## config.mk

```make
export PLATFORM = sky130hd
export DESIGN_NAME = stepper_dispense_seq_flat
export DESIGN_NICKNAME = d
export VERILOG_FILES = /design/src/rtl/stepper_dispense_if.sv /design/src/rtl/stepper_dispense_seq.sv /design/src/flat_wrapper.sv
export SDC_FILE = /design/constraint.sdc
export NUM_CORES = 1
export LEC_CHECK = 0
export BUFFER_PORTS_ARGS = -buffer_cell sky130_fd_sc_hd__buf_2
export CAP_MARGIN = 20
export CORE_AREA = 5 5 92 116
export DETAILED_ROUTE_END_ITERATION = 10
export DIE_AREA = 0 0 97 121
export PLACE_DENSITY_LB_ADDON = 0.25
export SYNTH_ARGS = -nofsm -noshare
export SYNTH_HDL_FRONTEND = slang
export SYNTH_SLANG_ARGS = --single-unit
```

## constraint.sdc

```tcl
create_clock -name clk -period 2.4 [get_ports clk]
set_input_delay 0.48 -clock clk [delete_from_list [all_inputs] [get_ports clk]]
set_output_delay 0.48 -clock clk [all_outputs]
set_load 0.01 [all_outputs]
```

## src/rtl/stepper_dispense_if.sv

```systemverilog
// Recipe-controller / coil-driver handshake bundle for stepper_dispense_seq.
// master = controller side, slave = sequencer side.
interface stepper_dispense_if #(
    parameter int N_CH  = 3,
    parameter int CNT_W = 10
);
    localparam int CH_W = $clog2(N_CH);

    // start is a one-cycle request honoured only while busy is low; dose_cnt and
    // half_step are captured on that same edge and ignored for the rest of the run.
    logic                    start;
    logic [N_CH*CNT_W-1:0]   dose_cnt;
    logic                    half_step;
    logic                    busy;
    logic                    done;
    logic [CH_W-1:0]         active_ch;
    logic [N_CH*4-1:0]       coil;
    logic [2:0]              dbg_state;

    modport master (
        output start, dose_cnt, half_step,
        input  busy, done, active_ch, coil, dbg_state
    );

    modport slave (
        input  start, dose_cnt, half_step,
        output busy, done, active_ch, coil, dbg_state
    );
endinterface

```

## src/rtl/stepper_dispense_seq.sv

```systemverilog
// Multi-channel stepper dispensing sequencer: per channel, dose strokes of a forward
// run and a mirrored reverse run, full- or half-step, with idle moves between channels.
module stepper_dispense_seq #(
    parameter int N_CH             = 3,
    parameter int CNT_W            = 10,
    parameter int STEP_DIV         = 524288,
    parameter int STEPS_PER_STROKE = 64,
    parameter int MOVE_TICKS       = 256
) (
    input  logic              clk,
    input  logic              rst_n,
    stepper_dispense_if.slave bus
);
    localparam int CH_W  = $clog2(N_CH);
    localparam int DIV_W = $clog2(STEP_DIV);
    localparam int SPS_W = (STEPS_PER_STROKE > 1) ? $clog2(STEPS_PER_STROKE) : 1;
    localparam int MV_W  = (MOVE_TICKS > 1) ? $clog2(MOVE_TICKS) : 1;

    typedef enum logic [2:0] {
        S_IDLE, S_SELECT, S_FWD, S_REV, S_MOVE, S_DONE
    } state_t;

    state_t                state, state_nx;
    logic [DIV_W-1:0]      div_cnt;
    logic                  tick;
    logic                  accept;
    logic [CH_W-1:0]       ch, ch_nx;
    logic [N_CH*CNT_W-1:0] dose_q;
    logic                  hs_q;
    logic [CNT_W-1:0]      dose_arr [N_CH];
    logic [CNT_W-1:0]      dose_cur;
    logic [2:0]            p, p_nx;
    logic [2:0]            step_sz;
    logic [SPS_W-1:0]      step_cnt, step_cnt_nx;
    logic [CNT_W-1:0]      dose_done, dose_done_nx;
    logic [MV_W-1:0]       move_cnt, move_cnt_nx;
    logic                  rest_q, rest_nx;
    logic [N_CH*4-1:0]     coil_q, coil_nx;

    function automatic logic [3:0] phase(input logic [2:0] idx);
        case (idx)
            3'd0:    phase = 4'b0001;
            3'd1:    phase = 4'b0011;
            3'd2:    phase = 4'b0010;
            3'd3:    phase = 4'b0110;
            3'd4:    phase = 4'b0100;
            3'd5:    phase = 4'b1100;
            3'd6:    phase = 4'b1000;
            default: phase = 4'b1001;
        endcase
    endfunction

    always_comb begin
        for (int i = 0; i < N_CH; i++) dose_arr[i] = dose_q[i*CNT_W +: CNT_W];
    end

    assign dose_cur = dose_arr[ch];
    assign accept   = (state == S_IDLE) && bus.start;
    assign tick     = (div_cnt == DIV_W'(STEP_DIV - 1));
    assign step_sz  = hs_q ? 3'd1 : 3'd2;

    always_comb begin
        state_nx     = state;
        ch_nx        = ch;
        p_nx         = p;
        step_cnt_nx  = step_cnt;
        dose_done_nx = dose_done;
        move_cnt_nx  = move_cnt;
        rest_nx      = 1'b0;
        case (state)
            S_IDLE: begin
                if (bus.start) begin
                    ch_nx    = '0;
                    state_nx = S_SELECT;
                end
            end
            S_SELECT: begin
                dose_done_nx = '0;
                move_cnt_nx  = '0;
                if (dose_cur != '0) begin
                    p_nx        = '0;
                    step_cnt_nx = '0;
                    state_nx    = S_FWD;
                end else if (ch == CH_W'(N_CH - 1)) begin
                    state_nx = S_DONE;
                end else begin
                    ch_nx = ch + 1'b1;
                end
            end
            S_FWD: begin
                if (tick) begin
                    p_nx = p + step_sz;
                    if (step_cnt == SPS_W'(STEPS_PER_STROKE - 1)) begin
                        step_cnt_nx = '0;
                        state_nx    = S_REV;
                    end else begin
                        step_cnt_nx = step_cnt + 1'b1;
                    end
                end
            end
            S_REV: begin
                if (tick) begin
                    p_nx = p - step_sz;
                    if (step_cnt == SPS_W'(STEPS_PER_STROKE - 1)) begin
                        step_cnt_nx  = '0;
                        dose_done_nx = dose_done + 1'b1;
                        if (dose_done_nx != dose_cur) begin
                            state_nx = S_FWD;
                        end else begin
                            rest_nx  = 1'b1;
                            state_nx = (ch == CH_W'(N_CH - 1)) ? S_DONE : S_MOVE;
                        end
                    end else begin
                        step_cnt_nx = step_cnt + 1'b1;
                    end
                end
            end
            S_MOVE: begin
                if (tick) begin
                    if (move_cnt == MV_W'(MOVE_TICKS - 1)) begin
                        move_cnt_nx = '0;
                        ch_nx       = ch + 1'b1;
                        state_nx    = S_SELECT;
                    end else begin
                        move_cnt_nx = move_cnt + 1'b1;
                    end
                end
            end
            default: state_nx = S_IDLE;
        endcase
    end

    // coil is a registered image of p, so it trails each step by one cycle;
    // rest_q keeps the drive on for that trailing cycle so the 0001 rest phase shows.
    always_comb begin
        coil_nx = '0;
        if (state == S_FWD || state == S_REV || rest_q) begin
            for (int i = 0; i < N_CH; i++) begin
                if (CH_W'(i) == ch) coil_nx[i*4 +: 4] = phase(p);
            end
        end
    end

    always_ff @(posedge clk or negedge rst_n) begin
        if (!rst_n) begin
            state     <= S_IDLE;
            div_cnt   <= '0;
            ch        <= '0;
            dose_q    <= '0;
            hs_q      <= 1'b0;
            p         <= '0;
            step_cnt  <= '0;
            dose_done <= '0;
            move_cnt  <= '0;
            rest_q    <= 1'b0;
            coil_q    <= '0;
        end else begin
            state     <= state_nx;
            ch        <= ch_nx;
            p         <= p_nx;
            step_cnt  <= step_cnt_nx;
            dose_done <= dose_done_nx;
            move_cnt  <= move_cnt_nx;
            rest_q    <= rest_nx;
            coil_q    <= coil_nx;
            if (accept) begin
                dose_q <= bus.dose_cnt;
                hs_q   <= bus.half_step;
            end
            // Tick phase restarts at accept and the counter parks at 0 whenever idle.
            if (accept || tick || state_nx == S_IDLE) div_cnt <= '0;
            else                                      div_cnt <= div_cnt + 1'b1;
        end
    end

    assign bus.busy      = (state != S_IDLE);
    assign bus.done      = (state == S_DONE);
    assign bus.active_ch = ch;
    assign bus.coil      = coil_q;
    assign bus.dbg_state = state;
endmodule

```

## src/flat_wrapper.sv

```systemverilog
// flat-port wrapper written by rule: the top's interface ports become plain ports
module stepper_dispense_seq_flat 
#(
    parameter int N_CH             = 3,
    parameter int CNT_W            = 10,
    parameter int STEP_DIV         = 524288,
    parameter int STEPS_PER_STROKE = 64,
    parameter int MOVE_TICKS       = 256
)
  (clk, rst_n, bus_start, bus_dose_cnt, bus_half_step, bus_busy, bus_done, bus_active_ch, bus_coil, bus_dbg_state);
  stepper_dispense_if #(.N_CH(N_CH), .CNT_W(CNT_W)) bus_i ();
  input  logic clk;
  input  logic rst_n;
  input wire logic [$bits(bus_i.start)-1:0] bus_start;
  input wire logic [$bits(bus_i.dose_cnt)-1:0] bus_dose_cnt;
  input wire logic [$bits(bus_i.half_step)-1:0] bus_half_step;
  output wire logic [$bits(bus_i.busy)-1:0] bus_busy;
  output wire logic [$bits(bus_i.done)-1:0] bus_done;
  output wire logic [$bits(bus_i.active_ch)-1:0] bus_active_ch;
  output wire logic [$bits(bus_i.coil)-1:0] bus_coil;
  output wire logic [$bits(bus_i.dbg_state)-1:0] bus_dbg_state;
  assign bus_i.start = bus_start;
  assign bus_i.dose_cnt = bus_dose_cnt;
  assign bus_i.half_step = bus_half_step;
  assign bus_busy = bus_i.busy;
  assign bus_done = bus_i.done;
  assign bus_active_ch = bus_i.active_ch;
  assign bus_coil = bus_i.coil;
  assign bus_dbg_state = bus_i.dbg_state;
  stepper_dispense_seq #(.N_CH(N_CH), .CNT_W(CNT_W), .STEP_DIV(STEP_DIV), .STEPS_PER_STROKE(STEPS_PER_STROKE), .MOVE_TICKS(MOVE_TICKS)) u_core (.clk(clk), .rst_n(rst_n), .bus(bus_i));
endmodule
```

==> results <==
- Of the total power, registers draw 0.461.
- The type of origin of the critical path is a register.
- The count of distinct cell types in the synthesized netlist is around 60.
- Measured against the total synthesized area, the mux share comes to 0.0948.
- After the last flow step, the layout net total stands at about 600.
- TritonCTS built the clock tree.
- Data on the critical path is required at its endpoint by 2630 ps.
- The weighted congestion at the end of routability-driven global placement is between 0.8 and 0.9.
- In this run the mean area of a mapped cell was roughly 10 sq um.
- The later pin in the worst-skew pair is clocked with a latency of roughly 350 ps.
- After legalization and detailed placement, the total HPWL measured 8.29 mm.
- The tool flagged a number of max-cap violations equal to 0.
- The run finished with clean final reports.
- Synthesis inferred 95 register bits.
- The total negative slack is 0 ps.
- The final critical-path required period is 2370 ps.
- In this run the critical register-to-register path is captured at u_core.bus.dbg_state[0]$_DFF_PN0_.
- The number of levels in the clock H-tree is 3.
- The number of search-and-repair iterations in the first detailed-routing pass is 4.
- After clock tree synthesis, the clock-pin slew on the worst setup and hold paths is around 60 ps.
- The wire length of the first global-routing pass is around 19 mm.
- The number of pins with negative max-slew slack in the final report is 0.
- The cell at the root of the clock tree is sky130_fd_sc_hd__clkbuf_16.
- For the worst setup path, the data arrival time is 2600 ps.
- Once detail routing completed, the nets flagged for antenna violations numbered 0.
- The worst register-to-register path has a setup slack of ~34 ps.
- The area of the multi-input gates is 2510 sq um.
- The die covers between 10000 and 15000 sq um.
- The share of total power dissipated in the clock network is 0.319.
- The top cell type's share of synthesized area is 0.490.
- Counting every sink on the clock net gives 95.
- The via total after detailed routing is approximately 3900.
- The power spent charging and discharging nets is approximately 1.3 mW.
- Of the cells placed in the final design, the portion with a size suffix greater than 1 is 0.307.
- The number of nets in the synthesized netlist is roughly 520.
- The worst slew margin relative to its limit is 0.607.
- The core region area is roughly 9500 sq um.
- The xor and xnor area share after synthesis is 0.0523.
- The number of antenna violations at the first check in global routing is 0.
- The final period utilization is 0.986.
- The switching share of power is 0.287.
- The share of the Yosys chip area taken by registers is 0.490.
- Across the VDD grid, the largest voltage drop is about 610 uV.
- Ranked by total cell area, the synthesized netlist is headed by sky130_fd_sc_hd__dfrtp_1 49%, sky130_fd_sc_hd__mux2_2 7.4%, sky130_fd_sc_hd__nor2_1 4.3%.
- The overflow left after global routing is 0.
- The longest clock path from root to sink contains 2 buffers.
- After detailed routing, the average wire length per cell comes to approximately 17 um.
- The repair_antennas step left the layout with diodes totalling 0.
- Of the total synthesized cell area, the portion taken by full adders, half adders and majority gates is 0.0247.
- The number of warning messages in the yosys log is 0.
- The share of total power dissipated in combinational logic is 0.220.
- The number of global-route vias before repair is about 4000.
- The internal power is 3.27 mW.
- The synthesized area is ~4900 sq um.
- The highest clock rate is about 420 MHz.
- The floorplan has 40 rows.
- For this configuration, the core starts out at a cell density of 0.513.
- For this design the ratio of total power to cell area is roughly 760 nW/um^2.
- Of the total synthesized cell area, the portion taken by AND, OR, NAND and NOR gates is 0.200.
- Across the whole layout, storage elements account for 2380 sq um.
- During placement, the flow inserted port buffers numbering 52.
- The clock arrives with approximately 8 ps of skew.
- The count of final setup violators is 0.
- In this run the static leakage power is between 2 and 3 nW.
- The maximum number of pins on one net before global-route repair is between 50 and 60.
- At the pin with the least slew margin, the transition time is around 590 ps.
- In this run, the number of DRC markers left after iteration 0 of detailed routing was 173.
- The layout overhead on the synthesized area is 23.9%.
- Summed over all layers, the routed wires come to approximately 11 mm.
- For this run, the leading register cell type out of synthesis is sky130_fd_sc_hd__dfrtp_1.
- The detailed-route DRC error count is 0.
- The synthesized instance count is 475.
- The core occupancy in the finished layout is 0.636.
- The commonest cells after synthesis are 95 x sky130_fd_sc_hd__dfrtp_1, 55 x sky130_fd_sc_hd__nor2_1, 42 x sky130_fd_sc_hd__nand2_1, 37 x sky130_fd_sc_hd__o21ai_0, 32 x sky130_fd_sc_hd__mux2_2.
- The synthesized design contains 0 enable-type register cells.
- Of all flip-flops after synthesis, the portion carrying an async set or reset was 1.00.
- The worst register-to-register path begins at u_core.dose_done[1]$_DFFE_PN0P_.
- The worst hold path belongs to the class input port to asynchronous set/reset pin.
- The cell taking the most area after synthesis is sky130_fd_sc_hd__dfrtp_1.
- The average via count per standard cell is between 5 and 6.
- The horizontal die dimension is roughly 97 um.
- The dominant combinational cell family by area after synthesis is simple AND/OR/NAND/NOR gates.
- The largest driver fanout on the critical path is 5.
- The number of cells on the worst reg-to-reg path is 11.
- The chip height is 121 um.
- For this run, the total global-route usage over all layers was measured as 0.202.
- The number of fill cells is ~800.
- The sort of element at the end of the critical path is a register.
- By instance count, the leading cell after synthesis is sky130_fd_sc_hd__dfrtp_1.
- The number of clock buffers added by TritonCTS is 9.
- The synthesized-area fraction occupied by ao, oa, aoi and oai cells came to 0.115.
- The final number of hold-violating endpoints is 0.
- The startpoint-to-endpoint class of the critical path is register to register.
- Setup repair after global routing could not meet its margin everywhere.
- The number of top-level pins is 53.
## flip-flops by register name, indices dropped and copies added, names as in the netlist
signal and cells:
u_core.dose_q 30, u_core.div_cnt 19, u_core.bus.coil 12, u_core.dose_done 10
u_core.move_cnt 8, u_core.step_cnt 6, u_core.bus.dbg_state 3, u_core.p 3
u_core.bus.active_ch 2, u_core.hs_q 1, u_core.rest_q 1
## area by class of cell
class                      instances  area share
multi-input combinational        353       0.417
sequential                        95       0.396
timing repair buffer              94       0.104
clock buffer                      12      0.0426
tap                              126      0.0262
clock inverter                     4     0.00894
inverter                           8     0.00499
## metrics by stage
stage | cells | worst slack, ps | hold slack, ps | cell area (sq um) | total power [mW]
2_1_floorplan | 475 | 17.8 | 184 | 4870 | 2.74
6_report | 692 | 34.3 | 114 | 6020 | 4.59
3_5_place_dp | 667 | -26.4 | 466 | 5490 | 3.09
4_1_cts | 683 | 5.98 | 120 | 5810 | 4.57
5_1_grt | 692 | -70.7 | 157 | 6020 | 4.87
3_3_place_gp | 667 | -10.4 | 467 | 5490 | 3.04
## per-layer routing
layer / up-vias / global-route usage / wire [um]
met4: 0 / 0.0896 / 273
met3: 19 / 0.0351 / 417
met1: 1900 / 0.236 / 4700
li1: 1872 / - / -
met2: 79 / 0.363 / 6050
met5: - / 0 / 0
## power by group through the flow
stage	clock network, mW	registers [mW]	logic (mW)
2_1_floorplan	0	2.07	0.676
3_3_place_gp	0	2.12	0.920
3_5_place_dp	0	2.13	0.952
4_1_cts	1.49	2.11	0.965
5_1_grt	1.57	2.16	1.13
6_report	1.46	2.12	1.01
## worst max path at each step
stage	start	endpoint	cells past startpoint
6_report	u_core.dose_done[1]$_DFFE_PN0P_	u_core.bus.dbg_state[0]$_DFF_PN0_	11
2_1_floorplan	u_core.bus.active_ch[0]$_DFFE_PN0P_	u_core.rest_q$_DFF_PN0_	8
3_5_place_dp	u_core.bus.active_ch[0]$_DFFE_PN0P_	u_core.step_cnt[5]$_DFFE_PN0P_	10
5_1_grt	u_core.bus.active_ch[0]$_DFFE_PN0P_	u_core.step_cnt[5]$_DFFE_PN0P_	9
3_3_place_gp	u_core.bus.active_ch[0]$_DFFE_PN0P_	u_core.bus.dbg_state[1]$_DFF_PN0_	10
4_1_cts	u_core.bus.active_ch[0]$_DFFE_PN0P_	u_core.rest_q$_DFF_PN0_	8
## layout by cell type, fill, tap and decap left out, types with 3 or more instances in the layout
cell,count
sky130_fd_sc_hd__mux2i_1,9
sky130_fd_sc_hd__or4_1,4
sky130_fd_sc_hd__o31ai_1,9
sky130_fd_sc_hd__o2bb2ai_1,4
sky130_fd_sc_hd__buf_6,3
sky130_fd_sc_hd__nor2_1,54
sky130_fd_sc_hd__and3_1,9
sky130_fd_sc_hd__xnor2_1,13
sky130_fd_sc_hd__dfrtp_1,93
sky130_fd_sc_hd__nor3_1,7
sky130_fd_sc_hd__ha_1,6
sky130_fd_sc_hd__nand3b_1,4
sky130_fd_sc_hd__and2_1,5
sky130_fd_sc_hd__mux2_2,32
sky130_fd_sc_hd__nand4_1,6
sky130_fd_sc_hd__o21ai_1,4
sky130_fd_sc_hd__clkbuf_16,9
sky130_fd_sc_hd__inv_1,8
sky130_fd_sc_hd__nand3_1,16
sky130_fd_sc_hd__buf_2,51
sky130_fd_sc_hd__and4_1,5
sky130_fd_sc_hd__nand2_1,42
sky130_fd_sc_hd__a21oi_1,13
sky130_fd_sc_hd__xor2_1,14
sky130_fd_sc_hd__buf_4,37
sky130_fd_sc_hd__nand2b_1,7
sky130_fd_sc_hd__o21ai_0,34
sky130_fd_sc_hd__buf_12,3
## cells by family (layout without fill, tap and decap cells)
logic type | count (synthesis) | in the layout
buffers and inverters | 27 | 118
multiplexers | 42 | 42
flip-flops | 95 | 95
AO/OA/AOI/OAI | 88 | 88
AND/OR/NAND/NOR | 185 | 185
XOR/XNOR | 29 | 29
adder cells (fa/ha/maj) | 9 | 9
## critical path: stages (launching register included)
cell                       delay (ps)
sky130_fd_sc_hd__dfrtp_1          450
sky130_fd_sc_hd__ha_4             180
sky130_fd_sc_hd__nand3_4           80
sky130_fd_sc_hd__or3_4            380
sky130_fd_sc_hd__buf_4            150
sky130_fd_sc_hd__a221oi_2         250
sky130_fd_sc_hd__a31oi_2           60
sky130_fd_sc_hd__nand4_1          160
sky130_fd_sc_hd__buf_4            130
sky130_fd_sc_hd__nor4b_2           40
sky130_fd_sc_hd__buf_4            140
sky130_fd_sc_hd__a31o_2           220
## what timing repair did
action	in CTS	in global routing
resized for setup	2	26
pin swaps	0	9
buffers inserted	0	9
hold buffers	0	0
endpoints found under the hold margin	0	0
setup endpoints to repair	2	17
(Power assumes the default switching activity.)
